**src/rtl/cron_pkg.sv**
```systemverilog
// cron_pkg: shared chronometer state encoding and 7-segment code table
package cron_pkg;
  typedef enum logic [1:0] {IDLE = 2'd0, RUN = 2'd1, PAUSE = 2'd2} state_t;
  typedef logic [6:0] seg_t;
  localparam seg_t SEG_DIGIT [0:9] = '{
    7'b1000000, 7'b1111001, 7'b0100100, 7'b0110000, 7'b0011001,
    7'b0010010, 7'b0000010, 7'b1111000, 7'b0000000, 7'b0010000
  };
endpackage

```
**src/rtl/debounce_btn.sv**
```systemverilog
// debounce_btn: synchronises an active-low key and emits one pulse per accepted press
module debounce_btn #(
  parameter int DB_CYCLES = 1_000_000
) (
  input  logic clk,
  input  logic rst,
  input  logic btn,
  output logic press
);
  localparam int CW = $clog2(DB_CYCLES);
  logic s1, s2, lvl;
  logic [CW-1:0] cnt;
  // lvl only follows s2 after it has disagreed for DB_CYCLES consecutive cycles
  always_ff @(posedge clk or posedge rst)
    if (rst) begin
      s1 <= 1'b1;
      s2 <= 1'b1;
      lvl <= 1'b1;
      cnt <= '0;
      press <= 1'b0;
    end else begin
      s1 <= btn;
      s2 <= s1;
      press <= 1'b0;
      if (s2 == lvl) cnt <= '0;
      else if (cnt == CW'(DB_CYCLES - 1)) begin
        lvl <= s2;
        cnt <= '0;
        press <= !s2;
      end else cnt <= cnt + 1'b1;
    end
endmodule

```
**src/rtl/birler_sec.sv**
```systemverilog
// birler_sec: units-of-seconds stage with run control, 7-segment digit and carry clock
module birler_sec import cron_pkg::*; #(
  parameter int DIV       = 50_000_000,
  parameter int DB_CYCLES = 1_000_000
) (
  input  logic CLK,
  input  logic RST,
  input  logic BTN_SS,
  input  logic BTN_CLR,
  output logic CLK_OUT,
  output logic RST_OUT,
  output logic RUNNING,
  output logic ADS,
  output logic BDS,
  output logic CDS,
  output logic DDS,
  output logic EDS,
  output logic FDS,
  output logic GDS
);
  localparam int PW = $clog2(DIV);
  state_t state, state_n;
  logic ss, clr, clr_q, tick;
  logic [PW-1:0] pre;
  logic [3:0] digit;
  seg_t seg;
  debounce_btn #(.DB_CYCLES(DB_CYCLES)) u_ss (.clk(CLK), .rst(RST), .btn(BTN_SS), .press(ss));
  debounce_btn #(.DB_CYCLES(DB_CYCLES)) u_clr (.clk(CLK), .rst(RST), .btn(BTN_CLR), .press(clr));
  assign tick = state == RUN && pre == PW'(DIV - 1);
  always_comb state_n = clr ? IDLE : !ss ? state : state == RUN ? PAUSE : RUN;
  always_ff @(posedge CLK or posedge RST)
    if (RST) state <= IDLE;
    else state <= state_n;
  // clear outranks a coincident tick, so the carry can never rise on a clear
  always_ff @(posedge CLK or posedge RST)
    if (RST) begin
      pre <= '0;
      digit <= '0;
      CLK_OUT <= 1'b0;
      clr_q <= 1'b0;
      RUNNING <= 1'b0;
      seg <= SEG_DIGIT[0];
    end else begin
      pre <= (clr || state == IDLE) ? '0 : state != RUN ? pre : tick ? '0 : pre + 1'b1;
      digit <= clr ? 4'd0 : !tick ? digit : digit == 4'd9 ? 4'd0 : digit + 1'b1;
      CLK_OUT <= clr ? 1'b0 : (tick && digit == 4'd9) ? 1'b1 : (tick && digit == 4'd4) ? 1'b0 : CLK_OUT;
      clr_q <= clr;
      RUNNING <= state_n == RUN;
      seg <= SEG_DIGIT[digit];
    end
  assign RST_OUT = RST | clr_q;
  assign {GDS, FDS, EDS, DDS, CDS, BDS, ADS} = seg;
endmodule

```
**config.mk**
```make
export PLATFORM = sky130hd
export DESIGN_NAME = birler_sec
export DESIGN_NICKNAME = d
export VERILOG_FILES = /design/src/rtl/cron_pkg.sv /design/src/rtl/debounce_btn.sv /design/src/rtl/birler_sec.sv
export SDC_FILE = /design/constraint.sdc
export NUM_CORES = 1
export LEC_CHECK = 0
export ABC_CLOCK_PERIOD_IN_PS = 2460
export CORE_MARGIN = 2
export CORE_UTILIZATION = 52
export DETAILED_ROUTE_END_ITERATION = 8
export GPL_TIMING_DRIVEN = 0
export PLACE_DENSITY_LB_ADDON = 0.15
export SETUP_SLACK_MARGIN = 0.1
export SYNTH_ARGS = -nofsm -noshare
export SYNTH_HDL_FRONTEND = slang
export SYNTH_HIERARCHICAL = 1
export SYNTH_SLANG_ARGS = --single-unit
export TNS_END_PERCENT = 100
```
**constraint.sdc**
```tcl
create_clock -name CLK -period 2.46 [get_ports CLK]
set_input_delay 0.369 -clock CLK [delete_from_list [all_inputs] [get_ports CLK]]
set_output_delay 0.369 -clock CLK [all_outputs]
set_load 0.01 [all_outputs]
```
### After elaboration in Yosys (flattened, before gate mapping)

Memories as Yosys holds them, arrays and structs flattened. A register that Yosys moved wholly into a read port is not among the register bits.
Index checks and enable logic that the tools add are counted.

* bitwise gates (word level): 4
* div/mod/pow operators: 0
* magnitude comparators: 0
* shifts and indexed selects: 0
* $add $sub $neg: 4
* equal/unequal tests: 11
* multiplexer cells: 20
* reductions and logical operators: 11
* $mul: 0

Operators with widths (number)
* 2-to-1 mux 20 bit: 4
* 2-to-1 mux 26 bit: 3
* adder 20 x 1 -> 20 bit (second input constant): 2
* == test 20 bit (second input constant): 2
* adder 26 x 1 -> 26 bit (second input constant): 1
* == test 26 bit (second input constant): 1
* 2-to-1 mux 4 bit: 3
* 2-to-1 mux 1 bit: 7
* 2-to-1 mux 2 bit: 3
* NOT 4 -> 5 bit: 1
* adder 4 x 1 -> 4 bit (second input constant): 1
* == test 2 x 1 -> 1 bit (second input constant): 2
* == test 4 x 3 -> 1 bit (second input constant): 1
* == test 4 bit (second input constant): 1
* AND reduction 2 bit: 2
* logical AND 1 bit: 3
* nonzero test 3 bit: 1
* == test 1 bit: 2
* zero test 1 bit: 2
* zero test 2 bit: 1
* != test 2 x 1 -> 1 bit (second input constant): 1
* != test 2 bit (second input constant): 1
* NOT 1 bit: 2
* nonzero test 2 bit: 1
* other kinds (2): 2

* memory bits (read-only): 112
* output and inout port bits: 10
* word-level logic and storage cells: 67
* memory bits (writable): 0
* register bits: 83
* memories kept: 1
* latch bits: 0
* input port bits: 4

Memory list
* (name not given): depth 16, bits a word 7, rd ports 1, clocked after memory_dff 1, write ports 0, RTL line birler_sec.sv:49 `seg <= SEG_DIGIT[digit];`

### Depth between registers and ports, before layout

* word-level depth: 6
* mapped depth: 8
* mapped depth without buffers: 7

### By module

The synthesis kept the hierarchy.

By module, submodules not included
* debounce_btn: seq. area each 604.3 um2, instances 2, cells each 108, area each 1192.4 um2
* birler_sec: seq. area each 1052.3 um2, instances 1, cells each 222, area each 2087.0 um2

### Worst setup path before layout

No wires, ideal clock.

* path type: reg2reg
* from: register pre[10]
* to: register digit[2]
* data required time: 2.382 ns
* clock period less this slack: 2.078 ns
* library setup time: 0.078 ns
* setup slack: 0.382 ns
* buffers on the path: 1
* arrival: 2.000 ns
* stages on the path, launching flop included: 7
* cells stage by stage: dfrtp_1 nor4b_1 nand4_1 or4_1 clkbuf_2 or4_1 a21oi_1

* word-level cells in the longest chain between the ends: 3

Ends and longest elaborated chain
* start, declared: RTL line birler_sec.sv:24 `logic [PW-1:0] pre;`
* start signal, assigned: RTL line birler_sec.sv:44 `pre <= (clr || state == IDLE) ? '0 : state != RUN ? pre : tick ? '0 : pre + 1'b1;`
* == test 26 bit: RTL line birler_sec.sv:29 `assign tick = state == RUN && pre == PW'(DIV - 1);`
* logical AND 1 bit: RTL line birler_sec.sv:29
* nonzero test 2 bit (no source line)
* end signal, assigned: RTL line birler_sec.sv:45 `digit <= clr ? 4'd0 : !tick ? digit : digit == 4'd9 ? 4'd0 : digit + 1'b1;`
* end, declared: RTL line birler_sec.sv:25 `logic [3:0] digit;`

No other way between the ends.
A chain may end at the register's enable or synchronous reset.

### Final worst setup path

* from: register pre[11]
* to: register digit[2]

The elaborated chain is that of the path after synthesis.

==> summary.md <==
| Metric | Value |
|---|---|
| WL met3 | 160 microns |
| Vias per inst | 5.54 |
| Top delay family on crit path | simple AND/OR/NAND/NOR gates |
| Avg Synthesized Cell Area | 10.2 sq um |
| Yosys Warn Count | 6 |
| Clk sinks | 90 |
| Starting Density | 0.542 |
| Ys async rst share | 1.00 |
| CTS tree | done |
| Number of remaining DRC errors | 0 |
| Leak pwr | 2.01 nW |
| Critical path capture point type | register |
| Skew-Pair Late Insertion Delay | approximately 350 ps |
| Vias in the first global route | ~3.1k |
| Initial antenna violation count | 0 |
| Worst hold path type | reg -> reg |
| Setup Skew | 11.2 ps |
| Synth unique cells | 46 |
| Synth top area share | 0.464 |
| Worst rel slew slack | 0.400 |
| WL final | between 8000 and 9000 microns |
| Final setup viols | 0 |
| Unrepaired setup endpoints after global routing | false |
| WP data required | between 2000 and 3000 ps |
| GPL Wtd Cong | 0.845 |
| Die area | a little over 9000 sq um |
| M1 WL | 4130 microns |
| CP max stage cell | or4_1 |
| DP Wirelength | just under 6000 microns |
| Netlist Area Pre-Place | approximately 4500 sq um |
| Ys flop type | dfrtp_1 |
| Area Growth Syn to Fin | 11.1% |
| Fin. Hold Viols | 0 |
| H-tree Lvls | 3 |
| Port bufs | 13 |
| Setup TNS | 0 ps |
| Post-cts hold buffer count | 0 |
| CTS clk-pin slew, worst paths | 90 ps |
| Layout cells sized above 1 | 0.128 |
| WS Path Type | reg -> reg |
| Commonest cells after routing, fill and taps aside | 79 x dfrtp_1, 75 x nor2_1, 32 x nand2_1, 26 x xor2_1, 25 x xnor2_1 |
| Final Net Count | 476 |
| 1st-pass router iterations | 4 |
| Num rows | 33 |
| Ant diodes | 0 |
| Bufs and invs on worst path | 1 |
| Post-route ant nets | 0 |
| Core box area | 8260 sq um |
| Cell taking the most area after synthesis | dfrtp_1 |
| Status | completed |
| Met2 WL | 4020 microns |
| Max_cap viols | 0 |
| DP Area | ~4700 sq um |
| Post-Place Cells | between 500 and 600 |
| Clk root buf | clkbuf_8 |
| Max Clock Freq | 0.445 GHz |
| Worst VDD drop | 0.293 mV |
| Number of DRC markers in iteration 0 | around 140 |
| Slew Viols, Final | 0 |
| Post-synthesis register bit count | 90 |
| Die X | 96.7 microns |
| Arrival time worst endpoint | 2520 ps |
| Crit-path max FO | 6 |
| Final Instance Count excl. Fillers | 575 |
| Critical Path Source Type | register |
| Ports | 14 |
| Seq/Total Area, Yosys | 0.506 |
| Slew @ Worst Pin | 899 ps |
| Top sig layer | met4 |
| Die Y | 96.7 microns |
| CP most frequent cell | or4_1 |
| Setup ws final | 215 ps |
| Max Root-Sink Buffers | 2 |
| Post-Synthesis Cells | 438 |
| Power density cells | 521 nW/um^2 |
| Period utilisation layout | 0.913 |
| Post-route cell area | 4970 sq um |
| Commonest non-fill, non-tap cell in the layout | dfrtp_1 |
| Number of flops mapped to enable cells by yosys | 0 |
| Tmin final | 2240 ps |
| Dpl ws | 57.5 ps |
| CTS buffer count | 9 |
| Via count | 3185 |
| GRT overflow | 0 |
| Crit-path max cell delay | 520 ps |
| Routed len/inst | 14.6 microns |
| First-pass GRT wire length | 14800 microns |
| Top post-synthesis cells by area | dfrtp_1 46%, nor2_1 6.3%, xor2_1 5.1%, xnor2_1 4.9%, dfstp_2 4.1% |
| Largest net degree at the start of global routing | 43 |
| Syn_nets | around 450 |
| CP Cell Sequence | nor4b_2 > nand4_1 > or4_1 > clkbuf_2 > or4_1 > a21oi_1 |
| Total GRT Usage | 0.190 |
## routing by layer
layer	vias up	GRT usage
li1	1581	-
met3	7	0.0289
met1	1562	0.266
met4	0	0.0726
met2	35	0.301
met5	-	0
## kinds of logic after synthesis
family,after synthesis,synth area share
AND/OR/NAND/NOR,222,0.276
flip-flops,90,0.506
XOR/XNOR,51,0.0999
AO/OA/AOI/OAI,36,0.0574
buffers and inverters,25,0.0241
multiplexers,7,0.0179
adder cells (fa/ha/maj),7,0.0196
## layout make-up
class | count | area, sq um
buffer | 12 | 62.6
clock buffer | 12 | 145
clock inverter | 4 | 51.3
fill | 725 | 3290
inverter | 13 | 48.8
multi-input combinational | 323 | 2110
sequential | 90 | 2270
tap | 105 | 131
timing repair buffer | 16 | 153
## registers in the layout (all words and copies together) (netlist names)
name and flops:
pre 26, u_clr/cnt 20, u_ss/cnt 20, seg 7
digit 4, state 2, CLK_OUT 1, RUNNING 1
clr_q 1, u_clr/lvl 1, u_clr/press 1, u_clr/s1 1
u_clr/s2 1, u_ss/lvl 1, u_ss/press 1, u_ss/s1 1
u_ss/s2 1
## through the flow
step	total power, mW	hold slack, ps	utilization
finish	2.59	357	0.602
global route	2.70	359	0.602
CTS	2.62	359	0.597
detailed placement	1.60	347	0.573
global placement	1.60	346	0.573
floorplan	1.58	345	-
## what timing repair did
action | in CTS | in global routing
setup buffers | 0 | 3
endpoints found under the setup margin | 16 | 22
gates resized for setup | 2 | 7
## synthesized netlist by cell type (all sizes together), types with 9 or more instances
cell type,number
dfrtp,83
nor2,75
nand2,32
xor2,26
xnor2,25
nand3,23
nand4,18
a21oi,17
inv,13
and3,11
or4,11
nor4,9
## report_power, final
part	switching (mW)	leakage [nW]	internal, mW
Sequential	0.0104	1.22	1.49
Clock	0.518	0.0966	0.499
Combinational	0.0485	0.693	0.0201
## final timing paths
kind                                startpoint                   end  slack [ps]  cells after the start
max                        pre[11]$_DFFE_PP0P_  digit[2]$_DFFE_PP0P_         220                      6
min                          u_ss/s1$_DFF_PP1_     u_ss/s2$_DFF_PP1_         360                      0
max reg2reg                pre[11]$_DFFE_PP0P_  digit[2]$_DFFE_PP0P_         220                      6
min reg2reg                  u_ss/s1$_DFF_PP1_     u_ss/s2$_DFF_PP1_         360                      0
max in group asynchronous                  RST   pre[11]$_DFFE_PP0P_        1240                      2
min in group asynchronous                  RST       clr_q$_DFF_PP0_         620                      2
Note: power is estimated with default switching activity, not from simulation.
